### config.mk
export PLATFORM = sky130hd
export DESIGN_NAME = int_muldiv_unit
export DESIGN_NICKNAME = d
export VERILOG_FILES = /design/src/rtl/muldiv_pkg.sv /design/src/rtl/int_muldiv_step.sv /design/src/rtl/int_muldiv_unit.sv
export SDC_FILE = /design/constraint.sdc
export NUM_CORES = 2
export LEC_CHECK = 0
export CELL_PAD_IN_SITES_DETAIL_PLACEMENT = 1
export CELL_PAD_IN_SITES_GLOBAL_PLACEMENT = 1
export CORE_ASPECT_RATIO = 1.2
export CORE_UTILIZATION = 51
export CTS_CLUSTER_DIAMETER = 100
export DETAILED_ROUTE_END_ITERATION = 12
export GPL_TIMING_DRIVEN = 0
export MAX_ROUTING_LAYER = met4
export PLACE_DENSITY = 0.86
export SYNTH_ARGS = -nofsm -noshare
export SYNTH_HDL_FRONTEND = slang
export SYNTH_HIERARCHICAL = 1
export SYNTH_SLANG_ARGS = --single-unit
### constraint.sdc
create_clock -name i_clk -period 35 [get_ports i_clk]
set_input_delay 7 -clock i_clk [delete_from_list [all_inputs] [get_ports i_clk]]
set_output_delay 7 -clock i_clk [all_outputs]
set_load 0.03 [all_outputs]
### src/rtl/muldiv_pkg.sv
// Shared types and helpers for the iterative multiply/divide unit.
// Default datapath width comes from the XLEN macro (64 when undefined).
`ifndef XLEN
`define XLEN 64
`endif

package muldiv_pkg;

    typedef enum logic [2:0] {
        OP_MUL    = 3'd0,
        OP_MULH   = 3'd1,
        OP_MULHSU = 3'd2,
        OP_MULHU  = 3'd3,
        OP_DIV    = 3'd4,
        OP_DIVU   = 3'd5,
        OP_REM    = 3'd6,
        OP_REMU   = 3'd7
    } muldiv_op_t;

    typedef enum logic [1:0] {
        IDLE = 2'd0,
        BUSY = 2'd1,
        DONE = 2'd2
    } muldiv_state_t;

    localparam int W_ITERS  = 32;
    localparam int MAX_XLEN = 64;

    function automatic logic [MAX_XLEN-1:0] sext32(input logic [31:0] v);
        return {{(MAX_XLEN-32){v[31]}}, v};
    endfunction

endpackage

### src/rtl/int_muldiv_step.sv
// File kept for module name compatibility: one restoring-division iteration.
// Shifts the next dividend bit into the partial remainder and trial-subtracts.
module muldiv_div_step
    import muldiv_pkg::*;
#(
    parameter int XLEN = `XLEN
) (
    input  logic [XLEN-1:0] i_rem,
    input  logic [XLEN-1:0] i_quo,
    input  logic [XLEN-1:0] i_dvsr,
    output logic [XLEN-1:0] o_rem,
    output logic [XLEN-1:0] o_quo
);

    logic [XLEN:0]   w_shift;
    logic [XLEN-1:0] w_sub;
    logic            w_ge;

    assign w_shift = {i_rem, i_quo[XLEN-1]};
    assign w_ge    = w_shift >= {1'b0, i_dvsr};
    // When w_ge holds the difference is below the divisor, so XLEN bits suffice.
    assign w_sub   = w_shift[XLEN-1:0] - i_dvsr;

    assign o_rem = w_ge ? w_sub : w_shift[XLEN-1:0];
    assign o_quo = {i_quo[XLEN-2:0], w_ge};

endmodule

### src/rtl/int_muldiv_unit.sv
// Iterative RV64M/RV32M multiply/divide unit with W-mode ops.
// Define MULDIV_FAST_MUL_EN for single-cycle registered multiplies.
module int_muldiv_unit
    import muldiv_pkg::*;
#(
    parameter int XLEN      = `XLEN,
    parameter bit W_SUPPORT = 1'b1
) (
    input  logic            i_clk,
    input  logic            i_rst,
    input  logic            i_flush,
    input  logic            i_in_valid,
    output logic            o_in_ready,
    input  logic [2:0]      i_in_op,
    input  logic            i_in_is_w,
    input  logic [XLEN-1:0] i_in_a,
    input  logic [XLEN-1:0] i_in_b,
    output logic            o_out_valid,
    input  logic            i_out_ready,
    output logic [XLEN-1:0] o_out_result
);

    localparam int CW = $clog2(XLEN);

    function automatic logic [XLEN-1:0] ext32(input logic [31:0] v,
                                              input logic s);
        logic [MAX_XLEN-1:0] t;
        t = s ? sext32(v) : {32'h0, v};
        return t[XLEN-1:0];
    endfunction

    muldiv_state_t r_state, w_state_nxt;
    muldiv_op_t    w_op;

    logic            w_w, w_is_div, w_is_rem, w_sdiv, w_zext;
    logic            w_a_sen, w_b_sen, w_a_neg, w_b_neg;
    logic            w_div0, w_ovf, w_illegal, w_special, w_fast;
    logic            w_accept, w_last;
    logic [XLEN-1:0] w_a_n, w_b_n, w_mag_a, w_mag_b, w_min;
    logic [XLEN-1:0] w_spec_raw, w_spec_res, w_fast_res;

    logic [CW-1:0]     r_cnt;
    logic              r_is_w, r_is_div, r_is_rem, r_hi;
    logic              r_neg, r_rneg, r_direct;
    logic [2*XLEN-1:0] r_acc, r_mcand;
    logic [XLEN-1:0]   r_mplier, r_rem, r_quo, r_dvsr, r_result;

    logic [XLEN-1:0]   w_step_rem, w_step_quo;
    logic [2*XLEN-1:0] w_prod;
    logic [XLEN-1:0]   w_quo, w_rem, w_raw, w_final;

    always_comb begin
        w_w      = W_SUPPORT && i_in_is_w;
        w_op     = muldiv_op_t'(i_in_op);
        w_is_div = i_in_op[2];
        w_is_rem = i_in_op[2] & i_in_op[1];
        w_sdiv   = i_in_op[2] & ~i_in_op[0];
        w_zext   = w_w & w_is_div & i_in_op[0];
        w_a_sen  = 1'b0;
        w_b_sen  = 1'b0;
        unique case (w_op)
            OP_MUL, OP_MULH,
            OP_DIV, OP_REM:    begin w_a_sen = 1'b1; w_b_sen = 1'b1; end
            OP_MULHSU:         begin w_a_sen = 1'b1; w_b_sen = 1'b0; end
            OP_MULHU, OP_DIVU,
            OP_REMU:           begin w_a_sen = 1'b0; w_b_sen = 1'b0; end
        endcase
        w_a_n   = w_w ? ext32(i_in_a[31:0], ~w_zext) : i_in_a;
        w_b_n   = w_w ? ext32(i_in_b[31:0], ~w_zext) : i_in_b;
        w_a_neg = w_a_sen & w_a_n[XLEN-1];
        w_b_neg = w_b_sen & w_b_n[XLEN-1];
        w_mag_a = w_a_neg ? -w_a_n : w_a_n;
        w_mag_b = w_b_neg ? -w_b_n : w_b_n;
        w_min   = w_w ? ext32(32'h8000_0000, 1'b1)
                      : {1'b1, {(XLEN-1){1'b0}}};
    end

    always_comb begin
        w_div0    = w_is_div && (w_b_n == '0);
        w_ovf     = w_sdiv && (w_a_n == w_min) && (w_b_n == '1);
        w_illegal = w_w && !w_is_div && (i_in_op[1:0] != 2'b00);
        w_special = w_div0 | w_ovf | w_illegal;
        w_spec_raw = '0;
        unique case (1'b1)
            w_illegal: w_spec_raw = '0;
            w_div0:    w_spec_raw = w_is_rem ? w_a_n : '1;
            w_ovf:     w_spec_raw = w_is_rem ? '0 : w_a_n;
            default:   w_spec_raw = '0;
        endcase
        w_spec_res = w_w ? ext32(w_spec_raw[31:0], 1'b1) : w_spec_raw;
    end

`ifdef MULDIV_FAST_MUL_EN
    logic [2*XLEN-1:0] w_fprod_u, w_fprod;
    logic [XLEN-1:0]   w_fast_raw;

    always_comb begin
        w_fast     = !w_is_div;
        w_fprod_u  = {{XLEN{1'b0}}, w_mag_a} * {{XLEN{1'b0}}, w_mag_b};
        w_fprod    = (w_a_neg ^ w_b_neg) ? -w_fprod_u : w_fprod_u;
        w_fast_raw = (i_in_op[1:0] != 2'b00) ? w_fprod[2*XLEN-1:XLEN]
                                             : w_fprod[XLEN-1:0];
        w_fast_res = w_w ? ext32(w_fast_raw[31:0], 1'b1) : w_fast_raw;
    end
`else
    assign w_fast     = 1'b0;
    assign w_fast_res = '0;
`endif

    muldiv_div_step #(.XLEN(XLEN)) u_step (
        .i_rem  (r_rem),
        .i_quo  (r_quo),
        .i_dvsr (r_dvsr),
        .o_rem  (w_step_rem),
        .o_quo  (w_step_quo)
    );

    // Sign fix-up and W narrowing of the finished iterative result.
    always_comb begin
        w_prod  = r_neg ? -r_acc : r_acc;
        w_quo   = r_neg ? -r_quo : r_quo;
        w_rem   = r_rneg ? -r_rem : r_rem;
        if (r_is_div)
            w_raw = r_is_rem ? w_rem : w_quo;
        else
            w_raw = r_hi ? w_prod[2*XLEN-1:XLEN] : w_prod[XLEN-1:0];
        w_final = r_is_w ? ext32(w_raw[31:0], 1'b1) : w_raw;
    end

    assign w_accept = (r_state == IDLE) && i_in_valid && !i_flush;
    assign w_last   = (r_cnt == '0);

    always_ff @(posedge i_clk) begin
        if (i_rst)
            r_state <= IDLE;
        else
            r_state <= w_state_nxt;
    end

    always_comb begin
        w_state_nxt = r_state;
        if (i_flush) begin
            w_state_nxt = IDLE;
        end else begin
            unique case (r_state)
                IDLE: if (i_in_valid)
                          w_state_nxt = (w_special || w_fast) ? DONE : BUSY;
                BUSY: if (w_last)
                          w_state_nxt = DONE;
                DONE: if (i_out_ready)
                          w_state_nxt = IDLE;
                default: w_state_nxt = IDLE;
            endcase
        end
    end

    always_ff @(posedge i_clk) begin
        if (i_rst || i_flush) begin
            r_result <= '0;
            r_direct <= 1'b0;
            r_cnt    <= '0;
        end else if (w_accept) begin
            r_cnt    <= w_w ? CW'(W_ITERS - 1) : CW'(XLEN - 1);
            r_is_w   <= w_w;
            r_is_div <= w_is_div;
            r_is_rem <= w_is_rem;
            r_hi     <= (i_in_op[1:0] != 2'b00);
            r_neg    <= w_a_neg ^ w_b_neg;
            r_rneg   <= w_a_neg;
            r_direct <= w_special | w_fast;
            r_result <= w_special ? w_spec_res : w_fast_res;
            r_acc    <= '0;
            r_mcand  <= {{XLEN{1'b0}}, w_mag_a};
            r_mplier <= w_mag_b;
            r_rem    <= '0;
            // W dividends are left-aligned so 32 steps consume all their bits.
            r_quo    <= w_w ? (w_mag_a << (XLEN - 32)) : w_mag_a;
            r_dvsr   <= w_mag_b;
        end else if (r_state == BUSY) begin
            if (!w_last)
                r_cnt <= r_cnt - CW'(1);
            if (r_is_div) begin
                r_rem <= w_step_rem;
                r_quo <= w_step_quo;
            end else begin
                if (r_mplier[0])
                    r_acc <= r_acc + r_mcand;
                r_mcand  <= r_mcand << 1;
                r_mplier <= r_mplier >> 1;
            end
        end else if (r_state == DONE && i_out_ready) begin
            r_result <= '0;
        end
    end

    assign o_in_ready   = (r_state == IDLE);
    assign o_out_valid  = (r_state == DONE);
    assign o_out_result = (r_state != DONE) ? '0
                        : (r_direct ? r_result : w_final);

    a_no_illegal_w: assert property (@(posedge i_clk) disable iff (i_rst)
        !(w_accept && w_illegal));

endmodule

# Yosys cells after proc, flatten, opt, wreduce, memory -nomap -nowiden

Memory sizes are Yosys's and may differ from the RTL's.
Index checks and enable logic that the tools add are counted.
W data, S select, Z words.

Bits in registers: 591
Memory bits (read-only): 16
Output and inout bits: 66
Logic and storage cells: 125
Memories kept: 1

Add/subtract/negate cells: 8
$lt $le $gt $ge: 1
Equality and inequality tests: 11
Muxes and demuxes: 49
Bitwise logic cells: 11
Reductions and logical operators: 27

Memory list:

| name             | depth | bits a word | rd ports | clocked after Yosys merged registers in | wr ports | RTL line              | source |
|---|---|---|---|---|---|---|---|
| (name not given) | 8     | 2           | 1        | 0                                       | 0        | int_muldiv_unit.sv:61 | `unique case (w_op)` |

Operators with widths:

| kind                   | number |
|---|---|
| $mux W64               | 32 |
| $mux W128              | 6 |
| $neg A64 Y64           | 4 |
| $add A128 B128 Y128    | 1 |
| $neg A128 Y128         | 1 |
| $pmux W64 S2           | 1 |
| $ge A65 B64 Y1         | 1 |
| $eq A64 B64 Y1         | 1 |
| $eq A64 B64 Y1 const B | 1 |
| $logic_not A64 Y1      | 1 |
| $sub A64 B64 Y64       | 1 |
| $mux W63               | 1 |
| $mux W6                | 4 |
| $ne A2 B2 Y1 const B   | 6 |
| $reduce_bool A2 Y1     | 5 |
| $reduce_and A3 Y1      | 3 |
| $logic_and A1 B1 Y1    | 8 |
| $mux W2                | 4 |
| $and A1 B1 Y1          | 6 |
| $logic_not A6 Y1       | 1 |
| $pmux W2 S3            | 1 |
| $reduce_and A2 Y1      | 3 |
| $sub A6 B1 Y6 const B  | 1 |
| $reduce_and A4 Y1      | 1 |
| other kinds (10)       | 13 |

# Longest topological paths before layout

Word-level depth: 12
Mapped depth: 15
Depth with buffers taken out: 14

# Hierarchy

The synthesis kept the hierarchy.

Modules (own cells, without submodules):

| module          | instances | cells an instance | area each (sq um) | seq. area each (sq um) |
|---|---|---|---|---|
| int_muldiv_unit | 1         | 5130              | 43421.6           | 17016.3 |
| muldiv_div_step | 1         | 867               | 5432.7            | 0.0 |

# Least setup slack after synthesis

OpenSTA, ideal clock, no wires.

Kind: input port to flip-flop
Start point: in i_flush
End point: reg r_acc[0] (enable)
Setup time: 0.497 ns
Arrival: 24.174 ns
Required time: 34.503 ns
Slack: 10.328 ns
Cell stages on the path: 4
Cells stage by stage: or2_2 clkbuf_1 nor3_1 o21a_1

Longest elaborated chain between the ends: 4

RTL lines:

| element                                                             | RTL line               | source |
|---|---|---|
| start: declaration                                                  | int_muldiv_unit.sv:11  | `input logic i_flush,` |
| $logic_not A1 Y1                                                    | int_muldiv_unit.sv:130 | `assign w_accept = (r_state == IDLE) && i_in_valid && !i_flush;` |
| $logic_and A1 B1 Y1                                                 | int_muldiv_unit.sv:130 |  |
| $ne A2 B2 Y1 (no source line) or $reduce_bool A2 Y1 (tied branches) | n/a                    |  |
| $reduce_and A4 Y1 (no source line) *                                | n/a                    |  |
| end signal: assignment                                              | int_muldiv_unit.sv:187 | `r_acc <= r_acc + r_mcand;` |
| end: declaration                                                    | int_muldiv_unit.sv:45  | `logic [2*XLEN-1:0] r_acc, r_mcand;` |

Mark *: on every way between the ends. The rest lies on a longest branch, timed or not.
A chain may end at the register's enable or synchronous reset.

# Worst setup path in the final report

Start point: reg r_acc[42]
End point: out o_out_result[44]

Longest elaborated chain between the ends: 7

RTL lines:

| element          | RTL line               | source |
|---|---|---|
| $neg A128 Y128   | int_muldiv_unit.sv:120 | `w_prod = r_neg ? -r_acc : r_acc;` |
| $mux W128        | int_muldiv_unit.sv:120 |  |
| $mux W64         | int_muldiv_unit.sv:126 | `w_raw = r_hi ? w_prod[2*XLEN-1:XLEN] : w_prod[XLEN-1:0];` |
| $mux W64         | int_muldiv_unit.sv:123 | `if (r_is_div)` |
| $mux W64         | int_muldiv_unit.sv:127 | `w_final = r_is_w ? ext32(w_raw[31:0], 1'b1) : w_raw;` |
| $mux W64         | int_muldiv_unit.sv:199 | `: (r_direct ? r_result : w_final);` |
| $mux W64         | int_muldiv_unit.sv:198 | `assign o_out_result = (r_state != DONE) ? '0` |
| end: declaration | int_muldiv_unit.sv:20  | `output logic [XLEN-1:0] o_out_result` |

Every way passes these cells.

==> run_results.csv <==
group,metric,value,unit
logic_synthesis,synth_simple_gate_area_share,22.0,%
sta,relSlewSlack,-8.96,%
critical_path,reg2reg_slack,29.28,ns
logic_synthesis,synth.avg_cell_area,8.15,um2
placed_design,dpl-instance-area,52800,um2
floorplanning,fp-row-count,124,
sta,setup_ws,21.03,ns
logic_synthesis,yosysUniqueCellTypes,105,
sta,max_freq,71.6,MHz
route,avgRoutedWirePerCell,35.0,um
global_routing,gr-total-overflow,0,
global_routing,grt_max_degree,58,
finish,fillCellCount,11600,
logic_synthesis,ys.flop_type,"edfxtp_1",
clock_tree,numCtsBuffers,69,
logic_synthesis,synth_top_family_by_area,"compound AO/OA/AOI/OAI gates",
logic_synthesis,syn_inst,5997,
min_path,hp-start,"r_result[54]$_SDFFE_PP0P_",
global_routing,track_usage,55.2,%
clock_tree,postCtsSetupRepairBufs,0,
critical_path,critPathRequiredTime,28.00,ns
placed_design,io_buffers,191,
min_path,min_path_cells,2,
route,drt-total-wl,268000,um
sta,rsz0062_at_grt,"false",
finish,drive_above_1_share,5.59,%
floorplanning,die-area,97000,um2
finish,post-route-cell-area,55300,um2
finish,final_nets,6633,
logic_synthesis,synth_area_leaders,"edfxtp_1 32%, nand2_1 6.1%, a21oi_1 6.1%, ha_1 5.1%, o21ai_0 5.0%",
sta,final-hold-violation-count,0,
critical_path,path_class,"reg -> out",
critical_path,cp-end-kind,"primary output",
critical_path,crit_fanout,6,
power_and_ir_drop,peakVddDrop,0.0476,mV
clock_tree,clock_sink_count,591,
floorplanning,start_util,51.4,%
logic_synthesis,synthDominantAreaCellType,"edfxtp_1",
logic_synthesis,muxShareOfSynthArea,1.14,%
logic_synthesis,synth_most_common_cell,"nand2_1",
logic_synthesis,synth_fp_nets,6335,
floorplanning,io_pins,203,
logic_synthesis,synth_compound_area_share,22.5,%
logic_synthesis,synth_xor_area_share,9.27,%
logic_synthesis,synth-async-reset-ratio,0,%
outcome,failed_checks,"max-capacitance violations, max-slew violations",
logic_synthesis,syn_area,48900,um2
global_routing,grt_pass1_wl,378000,um
critical_path,arrival,6.97,ns
route,drc,0,
flow_run,drv_cap,11,
logic_synthesis,synth_seq_area_share,34.8,%
floorplanning,fp.dieW,285,um
sta,finalSetupViolations,0,
sta,slew_viol_final,39,
clock_tree,cts.path.max_buffers,3,
clock_tree,ctsHoldBuffers,0,
clock_tree,htreeDepth,3,
min_path,hold_class,"reg -> reg",
logic_synthesis,yosysTopAreaCellShare,31.8,%
logic_synthesis,synth_seq_cells,591,
placed_design,place.detailed.hpwl,208000,um
min_path,worstHoldEndpoint,"r_result[54]$_SDFFE_PP0P_",
clock_tree,clk_pin_slew,0.07,ns
clock_tree,cts-root-buf,"clkbuf_16",
logic_synthesis,synth_common_cells,"797 x nand2_1, 597 x a21oi_1, 551 x nor2_1",
logic_synthesis,synthAdderAreaFrac,5.18,%
route,ant_nets,0,
clock_tree,cts-resized-gates,0,
route,firstDrtPassIters,7,
logic_synthesis,synth_edf_count,518,
power_and_ir_drop,total_power,2130,uW
critical_path,timing.rr.start,"r_acc[2]$_SDFFCE_PP0P_",
global_routing,grt_pass1_vias,54200,
sta,setup_tns,0,ns
route,drtIter0Drc,7128,
clock_tree,clock_latency,0.69,ns
placed_design,pre_cts_ws,22.31,ns
clock_tree,cts_tree,"done",
route,via_per_inst,7.21,
sta,fin_skew,0.0292,ns
outcome,status,"finished, violations left",
sta,fin_crit,13.97,ns
global_routing,grt_antenna_before_repair,25,
placed_design,place.gp.congestion,1.14,
power_and_ir_drop,powerDensity,38.5,nW/um2
finish,area_growth,13.1,%
critical_path,rr_endpoint,"r_acc[121]$_SDFFCE_PP0P_",
sta,max_slew.worst_pin.slew,1.63,ns
floorplanning,core-area,95100,um2
route,vias,55100,
critical_path,reg2reg_depth,11,
critical_path,worstSetupStartpointType,"flop",
power_and_ir_drop,leakage,0.0200,uW
logic_synthesis,yosysWarnings,6,
finish,utilization,58.1,%
sta,fin_crit_sh,39.9,%
floorplanning,die_h,341,um
==> cells by family after synthesis <==
| family | after synthesis |
|---|---|
| AOI/OAI and AO/OA | 1798 |
| xor gates and xnor gates | 517 |
| adders and majority gates | 201 |
| buffers and inverters | 581 |
| DFF | 591 |
| muxes | 52 |
| and+or+nand+nor | 2257 |
==> metal layers <==
metal	up-vias	GRT usage, %	share of wire [%]
met2	4254	84.3	44
met5	-	-	0
met3	1752	15.1	11
li1	22500	-	-
met1	26600	56.3	32
met4	0	55.9	13
==> state kept, by name, summed over array words and instances, names as in the netlist <==
signal and count:
r_acc 128, r_cnt 6, r_direct 1, r_dvsr 64, r_hi 1, r_is_div 1
r_is_rem 1, r_is_w 1, r_mcand 128, r_mplier 64, r_neg 1, r_quo 64
r_rem 64, r_result 64, r_rneg 1, r_state 2
==> cell type report <==
type                       instances  area, um2  share of cell area, %
antenna                           34       85.1                  0.154
tap                             1260       1580                   2.85
clock inverter                    30        325                  0.589
sequential                       591      17000                   30.8
buffer                           404       1840                   3.32
clock buffer                      98       1950                   3.52
inverter                         177        664                   1.20
multi-input combinational       4825      29400                   53.2
timing repair buffer             227       2400                   4.35
==> worst max path at each step <==
| stage | start | to | cells after the start |
|---|---|---|---|
| floorplan | i_flush | r_acc[0]$_SDFFCE_PP0P_ | 4 |
| global placement | i_flush | r_acc[15]$_SDFFCE_PP0P_ | 5 |
| detailed placement | r_acc[42]$_SDFFCE_PP0P_ | o_out_result[44] | 11 |
| CTS | r_acc[42]$_SDFFCE_PP0P_ | o_out_result[44] | 11 |
| global route | r_acc[42]$_SDFFCE_PP0P_ | o_out_result[44] | 11 |
| finish | r_acc[42]$_SDFFCE_PP0P_ | o_out_result[44] | 11 |
==> worst max-delay path: stages (launching register included) <==
cell and delay, ns:
edfxtp_1 0.49, nor4_1 0.86, nand3_1 0.25, nor2_1 0.51, nand3_1 0.37, nor4_1 1.06
a31oi_1 0.23, xor2_1 0.28, a211oi_1 0.18, a21o_1 0.24, a221oi_1 0.95, clkdlybuf4s50_1 0.84
==> through the flow <==
stage	hold WS [ns]	instances
2_1_floorplan	0.420	5997
3_3_place_gp	0.434	7448
3_5_place_dp	0.443	7480
4_1_cts	0.451	7608
5_1_grt	0.470	7637
6_report	0.451	7646
==> layout by cell type, fill, tap and decap left out, types with 47 or more instances in the layout <==
cell | synthesis | layout
clkdlybuf4s50_1 | 0 | 191
nand4_1 | 119 | 119
xor2_1 | 263 | 260
o31ai_1 | 83 | 83
dfxtp_1 | 73 | 73
inv_1 | 174 | 174
o21ai_1 | 49 | 49
nand2_1 | 797 | 797
nor2b_1 | 154 | 154
nor3_1 | 181 | 179
o21bai_1 | 47 | 47
a21o_1 | 99 | 99
buf_4 | 64 | 67
edfxtp_1 | 518 | 518
nor4_1 | 85 | 84
clkbuf_1 | 288 | 307
o21ai_0 | 487 | 487
ha_1 | 199 | 199
a31oi_1 | 47 | 47
nor2_1 | 551 | 550
o41ai_1 | 53 | 53
clkbuf_16 | 0 | 71
a21oi_1 | 597 | 597
xnor2_1 | 254 | 252
nand3_1 | 79 | 79
or3_1 | 66 | 66
or4_1 | 47 | 47
==> report_power, final <==
part	switching (uW)	internal (uW)	leakage, uW	total (uW)
logic	355	157	0.0135	511
registers	34.3	805	0.00537	840
clock network	340	434	0.00112	775
total	729	1400	0.0200	2130
Note: power is estimated with default switching activity, not from simulation.
